<file path="config.mk">
export PLATFORM = sky130hd
export DESIGN_NAME = branch_ctrl
export DESIGN_NICKNAME = d
export VERILOG_FILES = /design/src/rtl/branch_pkg.sv /design/src/rtl/branch_lut.sv /design/src/rtl/branch_ctrl.sv
export SDC_FILE = /design/constraint.sdc
export NUM_CORES = 1
export LEC_CHECK = 0
export ABC_CLOCK_PERIOD_IN_PS = 2000
export BUFFER_PORTS_ARGS = -buffer_cell sky130_fd_sc_hd__buf_2
export CORE_AREA = 2 2 68 70
export CTS_CLUSTER_DIAMETER = 40
export CTS_CLUSTER_SIZE = 8
export DETAILED_ROUTE_END_ITERATION = 8
export DIE_AREA = 0 0 70 72
export HOLD_SLACK_MARGIN = 0.05
export PLACE_DENSITY_LB_ADDON = 0.25
export SKIP_CTS_REPAIR_TIMING = 1
export SLEW_MARGIN = 0
export SYNTH_ARGS = -nofsm -noshare
export SYNTH_HDL_FRONTEND = slang
export SYNTH_SLANG_ARGS = --single-unit
</file>
<file path="constraint.sdc">
create_clock -name Clk -period 2 [get_ports Clk]
set_clock_uncertainty 0.1 [all_clocks]
set_input_delay 0.3 -clock Clk [delete_from_list [all_inputs] [get_ports Clk]]
set_output_delay 0.3 -clock Clk [all_outputs]
set_load 0.1 [all_outputs]
</file>
<file path="src/rtl/branch_pkg.sv">
// branch_pkg: shared types and constants for the branch controller slice.
//   state_t          - run/halt FSM state encoding (IDLE, RUN, DONE)
//   A_DEF, L_DEF     - default address width and LUT index width
//   BR_DEFAULT_TABLE - reset/default contents of the branch-target LUT
//   br_default()     - table lookup helper; indices past the table read 0
package branch_pkg;

  typedef enum logic [1:0] {
    IDLE = 2'd0,
    RUN  = 2'd1,
    DONE = 2'd2
  } state_t;

  localparam int unsigned A_DEF       = 10;
  localparam int unsigned L_DEF       = 4;
  localparam int unsigned DEF_DEPTH   = 2**L_DEF;

  localparam logic [A_DEF-1:0] BR_DEFAULT_TABLE [DEF_DEPTH] = '{
    10'h000, 10'h010, 10'h020, 10'h02A,
    10'h040, 10'h050, 10'h060, 10'h070,
    10'h080, 10'h090, 10'h0A0, 10'h0B0,
    10'h0C0, 10'h0D0, 10'h0E0, 10'h0F0
  };

  function automatic logic [A_DEF-1:0] br_default(input int unsigned idx);
    if (idx < DEF_DEPTH) return BR_DEFAULT_TABLE[idx[L_DEF-1:0]];
    else                 return '0;
  endfunction

endpackage

</file>
<file path="src/rtl/branch_lut.sv">
// branch_lut: branch-target lookup table, combinational read.
//   Clk, Reset          - clock, synchronous active-high reset
//   we, waddr, wdata    - write port (used only with BRANCH_LUT_WR_EN)
//   raddr, rdata        - combinational read port
// Macro BRANCH_LUT_WR_EN: when defined the LUT is a writable register array
// reset to the default table; otherwise it is the constant default table.
// A same-cycle write to the read index returns the old entry.
module branch_lut
  import branch_pkg::*;
#(
  parameter int unsigned A = 10,
  parameter int unsigned L = 4
) (
  input  logic         Clk,
  input  logic         Reset,
  input  logic         we,
  input  logic [L-1:0] waddr,
  input  logic [A-1:0] wdata,
  input  logic [L-1:0] raddr,
  output logic [A-1:0] rdata
);

  localparam int unsigned DEPTH = 2**L;

`ifdef BRANCH_LUT_WR_EN
  logic [A-1:0] mem [DEPTH];

  always_ff @(posedge Clk) begin
    if (Reset) begin
      for (int unsigned i = 0; i < DEPTH; i++)
        mem[i[L-1:0]] <= A'(br_default(i));
    end else if (we) begin
      mem[waddr] <= wdata;
    end
  end

  always_comb rdata = mem[raddr];
`else
  logic unused_wr;
  assign unused_wr = ^{Clk, Reset, we, waddr, wdata};

  always_comb rdata = A'(br_default(32'(raddr)));
`endif

endmodule

</file>
<file path="src/rtl/branch_ctrl.sv">
// branch_ctrl: run/halt sequencer driving the program counter.
//   Clk, Reset   - clock, synchronous active-high reset
//   Req          - program request (level)
//   HaltInstr    - halt decoded at current PC
//   BrInstr      - conditional branch decoded at current PC
//   BrIdx        - branch LUT index
//   FlagWe       - instruction updates the zero flag
//   AluZero      - ALU zero result
//   LutWe/LutWaddr/LutWdata - LUT write port (BRANCH_LUT_WR_EN only)
//   Start        - PC advance enable
//   BranchEn     - branch request to PC
//   ZeroFlag     - registered zero flag
//   Target       - branch target = LUT[BrIdx]
//   Done         - program halted (registered)
//   CycleCnt     - saturating count of cycles spent in RUN
// Optional macro BRANCH_LUT_WR_EN (handled inside branch_lut) makes the LUT writable.
module branch_ctrl
  import branch_pkg::*;
#(
  parameter int unsigned A  = A_DEF,
  parameter int unsigned L  = L_DEF,
  parameter int unsigned CW = 16
) (
  input  logic          Clk,
  input  logic          Reset,
  input  logic          Req,
  input  logic          HaltInstr,
  input  logic          BrInstr,
  input  logic [L-1:0]  BrIdx,
  input  logic          FlagWe,
  input  logic          AluZero,
  input  logic          LutWe,
  input  logic [L-1:0]  LutWaddr,
  input  logic [A-1:0]  LutWdata,
  output logic          Start,
  output logic          BranchEn,
  output logic          ZeroFlag,
  output logic [A-1:0]  Target,
  output logic          Done,
  output logic [CW-1:0] CycleCnt
);

  state_t        state;
  logic          zero_q;
  logic          done_q;
  logic [CW-1:0] cnt_q;

  always_ff @(posedge Clk) begin
    if (Reset) begin
      state  <= IDLE;
      zero_q <= 1'b0;
      done_q <= 1'b0;
      cnt_q  <= '0;
    end else begin
      case (state)
        IDLE: begin
          if (Req) begin
            state <= RUN;
            cnt_q <= '0;
          end
        end
        RUN: begin
          if (cnt_q != '1) cnt_q <= cnt_q + 1'b1;
          if (FlagWe) zero_q <= AluZero;
          if (HaltInstr) begin
            state  <= DONE;
            done_q <= 1'b1;
          end
        end
        DONE: begin
          if (!Req) begin
            state  <= IDLE;
            done_q <= 1'b0;
          end
        end
        default: state <= IDLE;
      endcase
    end
  end

  // Halt has priority over a branch decoded in the same cycle.
  always_comb begin
    Start    = (state == RUN) & ~HaltInstr;
    BranchEn = (state == RUN) & BrInstr & ~HaltInstr;
  end

  assign ZeroFlag = zero_q;
  assign Done     = done_q;
  assign CycleCnt = cnt_q;

  branch_lut #(
    .A(A),
    .L(L)
  ) u_lut (
    .Clk   (Clk),
    .Reset (Reset),
    .we    (LutWe),
    .waddr (LutWaddr),
    .wdata (LutWdata),
    .raddr (BrIdx),
    .rdata (Target)
  );

endmodule

</file>
After elaboration in Yosys (flattened, before gate mapping)
Memory sizes are Yosys's and may differ from the RTL's.
Cells that the tools add are included.
{"block": "totals", "n_memories": 1, "ff_bits": 20, "wordCells": 38, "in_bits": 26, "out_inout_bits": 30, "mem_bits_ro": 160}
{"memory": "(name not given)", "depth": 16, "word_bits": 10, "read_ports": 1, "rd_ports_with_merged_regs": 0, "wr": 0, "line": "branch_pkg.sv:26", "text": "if (idx < DEF_DEPTH) return BR_DEFAULT_TABLE[idx[L_DEF-1:0]];"}
{"block": "op_classes", "bitwise": 5, "n_addsub": 1, "n_eq_ne": 7, "reduce_logical": 7, "order_cmp": 1, "n_mux": 12}
{"op": "$mux 16", "n": 2}
{"op": "$pmux 16 s2", "n": 1}
{"op": "$mux 10", "n": 2}
{"op": "$add 16x1->16 const B", "n": 1}
{"op": "$ne 16x16->1 const B", "n": 1}
{"op": "$reduce_and 3->1", "n": 3}
{"op": "$ne 2x2->1 const B", "n": 4}
{"op": "$mux 2", "n": 3}
{"op": "$pmux 2 s3", "n": 1}
{"op": "$ge 5x5->1 const B", "n": 1}
{"op": "$not 4->5", "n": 1}
{"op": "$reduce_bool 2->1", "n": 2}
{"op": "$and 1x1->1", "n": 3}
{"op": "$eq 2x1->1 const B", "n": 1}
{"op": "$eq 2x2->1 const B", "n": 1}
{"op": "$logic_not 2->1", "n": 1}
{"op": "$mux 1", "n": 2}
{"op": "$pmux 1 s2", "n": 1}
{"op": "$reduce_and 2->1", "n": 1}
{"op": "$not 1->1", "n": 1}

Longest topological paths before layout
{"block": "depth", "depth_word": 4, "mapped_depth": 6, "depth_no_buf": 5}

Modules after synthesis
Synthesis repeated with hierarchy kept, for this count alone.
{"block": "unflattened", "cells_unflattened": 134, "area_unflattened_um2": 1136.1}
{"module": "branch_ctrl", "n_inst": 1, "seq_area_each_um2": 400.4, "cells_each": 122, "area_per_inst_um2": 1054.8}
{"module": "branch_lut", "n_inst": 1, "seq_area_each_um2": 0.0, "cells_each": 12, "area_per_inst_um2": 81.3}

Worst setup path after synthesis
OpenSTA, ideal clock, no wires.
{"block": "synth_timing", "path_type": "input port to output port", "from": "in BrIdx[2]", "to": "out Target[4]", "n_path_buf": 0, "path_stages": 2, "required_ps": 1600, "arrival_time_ps": 2520, "path_slack_ps": -920, "cell_sequence": "nor2_1 a21boi_0"}
{"block": "synth_via", "elab_chain_cells": 4}
{"element": "start: declaration", "line": "branch_ctrl.sv:29", "text": "input logic [L-1:0] BrIdx,"}
{"element": "$not 4->5 (not written as such)", "line": "branch_pkg.sv:26"}
{"element": "$mem_v2 16x10"}
{"element": "$mux 10 (not written as such) (2 in a row)", "line": "branch_pkg.sv:26"}
{"element": "end: declaration", "line": "branch_ctrl.sv:38", "text": "output logic [A-1:0] Target,"}
No other way between the ends. The select of a mux whose other input is x is not followed.

Final worst setup path
{"block": "layout_timing", "from": "reg state[0]", "to": "out Start"}
{"block": "layout_via", "elab_chain_cells": 2}
{"element": "start: declaration", "line": "branch_ctrl.sv:43", "text": "state_t state;"}
{"element": "start signal: assignment", "line": "branch_ctrl.sv:50", "text": "state <= IDLE;"}
{"element": "start signal: assignment", "line": "branch_ctrl.sv:58", "text": "state <= RUN;"}
{"element": "start signal: assignment", "line": "branch_ctrl.sv:66", "text": "state <= DONE;"}
{"element": "$eq 2x1->1", "line": "branch_ctrl.sv:83", "text": "Start = (state == RUN) & ~HaltInstr;"}
{"element": "$and 1x1->1", "line": "branch_ctrl.sv:83"}
{"element": "end: declaration", "line": "branch_ctrl.sv:35", "text": "output logic Start,"}
No other way between the ends.

==> results by group <==
Final layout
  • Final design utilization: 0.362
  • Fillers: 462
  • Multi-input logic area: 746 um^2
  • Fin nets: 208
  • Layout cells sized above 1: 0.422
  • Sequential Area: 428 um^2
  • Area Growth Syn to Fin: 23.4%
  • Antenna fix cells: 0
  • Non-filler cells, final: 232

Flow run
  • Max cap viols: 0

STA
  • Slew Limit Fails: 0
  • Final-report setup violation count: 0
  • Crit path time final: 1.87 ns
  • Final Hold Vio Count: 0
  • Fmax: 536 MHz
  • RSZ-0062 raised after global routing: no
  • Fin crit share: 0.933
  • Setup tns final: 0 ns

Drt
  • DRT iter0 DRCs: 52
  • Average wire per standard cell: 13.9 um
  • Vias per inst: 5.31
  • First-pass DRT Iterations: 4
  • Post-route DRC: 0
  • Post-DRT Antenna Nets: 0
  • Via count: 1233
  • Post-Route WL: 3220 um

Placement
  • Final Wtd Congestion: 0.801
  • Cells after DPL: 228
  • Post-DP HPWL: 2390 um
  • # port buffers: 36

GRT
  • Largest net degree at the start of global routing: 16
  • First-pass GRT wire length: 5430 um
  • Total Routing Usage GR: 0.130
  • Number of global-route vias before repair: 1121
  • GR Overflow Total: 0
  • Initial antenna violation count: 0

Clock tree
  • Clock buffer depth: 2
  • Clock root cell: clkbuf_8
  • Clk_lat worst skew: 0.26 ns
  • Clk pin slew, worst setup/hold paths: 0.08 ns
  • # H-tree levels: 1
  • CTS Buf Count: 3
  • CTS tree: built
  • Clk sinks: 20

Critical path
  • CP required: 1.60 ns
  • Critical path's slowest cell: buf_2
  • Worst Setup End Kind: primary output
  • Cells on worst reg2reg path: 5
  • Crit-path cells: buf_4 -> nand2b_1 -> nor2_2 -> buf_2
  • Worst Path Arrival: 1.47 ns
  • R2r endpoint: CycleCnt[6]
  • Crit Reg-Reg Startpoint: CycleCnt[0]
  • CP Class: register to primary output
  • R2R Setup Slk: 0.18 ns
  • Crit path largest cell delay: 0.42 ns
  • Max FO, Critical Path: 6
  • Crit path launch type: register

Floorplanning
  • Initial core utilization: 0.293
  • Num rows: 24
  • Die area: 5040 um^2
  • Die height: 72 um
  • Core footprint: 4260 um^2
  • Io pins: 56
  • Die W: 70 um

Pwr
  • Final Power: 910 uW
  • Cell Pwr Density: 590 nW/um^2
  • Maximum VDD drop: 0.408 mV
  • Pleak: 0.614 nW

Worst hold path
  • Hold path start: AluZero
  • Hold Crit Depth: 3
  • Type of the worst min-delay path: input pin to register
  • Worst Hold Path EP: ZeroFlag

Logic synthesis
  • Register area share after synthesis: 0.320
  • Syn avg cell area: 8.50 um^2
  • Largest cells by area after synthesis: dfxtp_1, buf_4, o21ai_0
  • Synth Cell Area: 1250 um^2
  • Post-synthesis register bit count: 20
  • Synth unique cells: 46
  • Post-synth EDFFs: 0
  • Synth top area share: 0.320
  • Synth area leader: dfxtp_1
  • Synth top cells by count: dfxtp_1, buf_4, nand2_1, nor2_1, o21ai_0
  • Ys flop type: dfxtp_1
  • Async S/R FF share, synth: 0
  • Most common cell in the netlist: dfxtp_1
  • YS warnings: 0
  • Syn Inst Count: 147

Status
  • Status: complete, no violations
-- cell usage in the layout (no fill, tap or decap), drive strengths merged, types with 2 or more instances in the layout --
master and instances:
or3 2, a211oi 4, nor3 2, nand3b 2
nand3 8, a311oi 4, buf 41, nand2 9
nor2 9, a41oi 2, a21oi 7, and3 3
or4 2, o211ai 2, dfxtp 20, a31oi 4
nor3b 3, o41ai 3, inv 7, conb 4
nand4 8, mux2i 3, and4 3, clkbuf 4
o21ai 11
-- registers in the layout (all words and copies together), names as in the netlist --
register / cells
ZeroFlag: 1
Done: 1
CycleCnt: 16
state: 2
-- cell type report --
class	count	area share
multi-input cells	108	0.483
well taps	52	0.0422
flip-flops and latches	20	0.277
clock buffers	4	0.0292
inverters	7	0.0170
repair buffers	41	0.151
-- cells by family (layout without fill, tap and decap cells) --
group                    after synthesis  in the layout  synth area share
AND/OR/NAND/NOR                       56             56             0.295
other                                  1              4           0.00300
multiplexers                           3              3            0.0240
flip-flops                            20             20             0.320
AO/OA/AOI/OAI                         44             44             0.251
buffers and inverters                 22             52            0.0961
adder cells (fa/ha/maj)                1              1            0.0100
-- power breakdown --
| part | switching [mW] | internal, mW | total, mW |
|---|---|---|---|
| clock network | 0.135 | 0.142 | 0.276 |
| registers | 0.00910 | 0.403 | 0.412 |
| logic | 0.176 | 0.0464 | 0.222 |
| total | 0.320 | 0.591 | 0.910 |
-- metal layers --
metal,vias to the layer above,part of all wire,GRT usage,routed length [um]
met1,580,0.48,0.180,1560
li1,626,-,-,-
met3,2,0.042,0.0361,136
met2,25,0.47,0.207,1510
met5,-,0,0,0
met4,0,0.0037,0.0192,12
-- worst max-delay path, delay by kind of cell (launching register included) --
kind | cells | cell delay, ns
simple gates | 2 | 0.22
flops | 1 | 0.40
buf+inv | 2 | 0.58
-- worst max path at each step --
stage,from,to,cells past startpoint
after floorplan,BrIdx[2],Target[4],2
after global placement,CycleCnt[0],CycleCnt[4],5
after detailed placement,CycleCnt[0],CycleCnt[3],5
after CTS,state[0],Start,4
after global routing,state[0],Start,4
final,state[0],Start,4
-- stage by stage --
stage | instance area (um^2) | worst slack (ns) | hold WS [ns]
5_1_grt | 1540 | 0.00252 | 0.207
6_report | 1540 | 0.135 | 0.186
2_1_floorplan | 1290 | -0.182 | 0.348
3_5_place_dp | 1500 | 0.209 | 0.344
3_3_place_gp | 1500 | 0.242 | 0.341
4_1_cts | 1540 | 0.102 | 0.180
No activity file was read; power rests on OpenSTA's default activity.
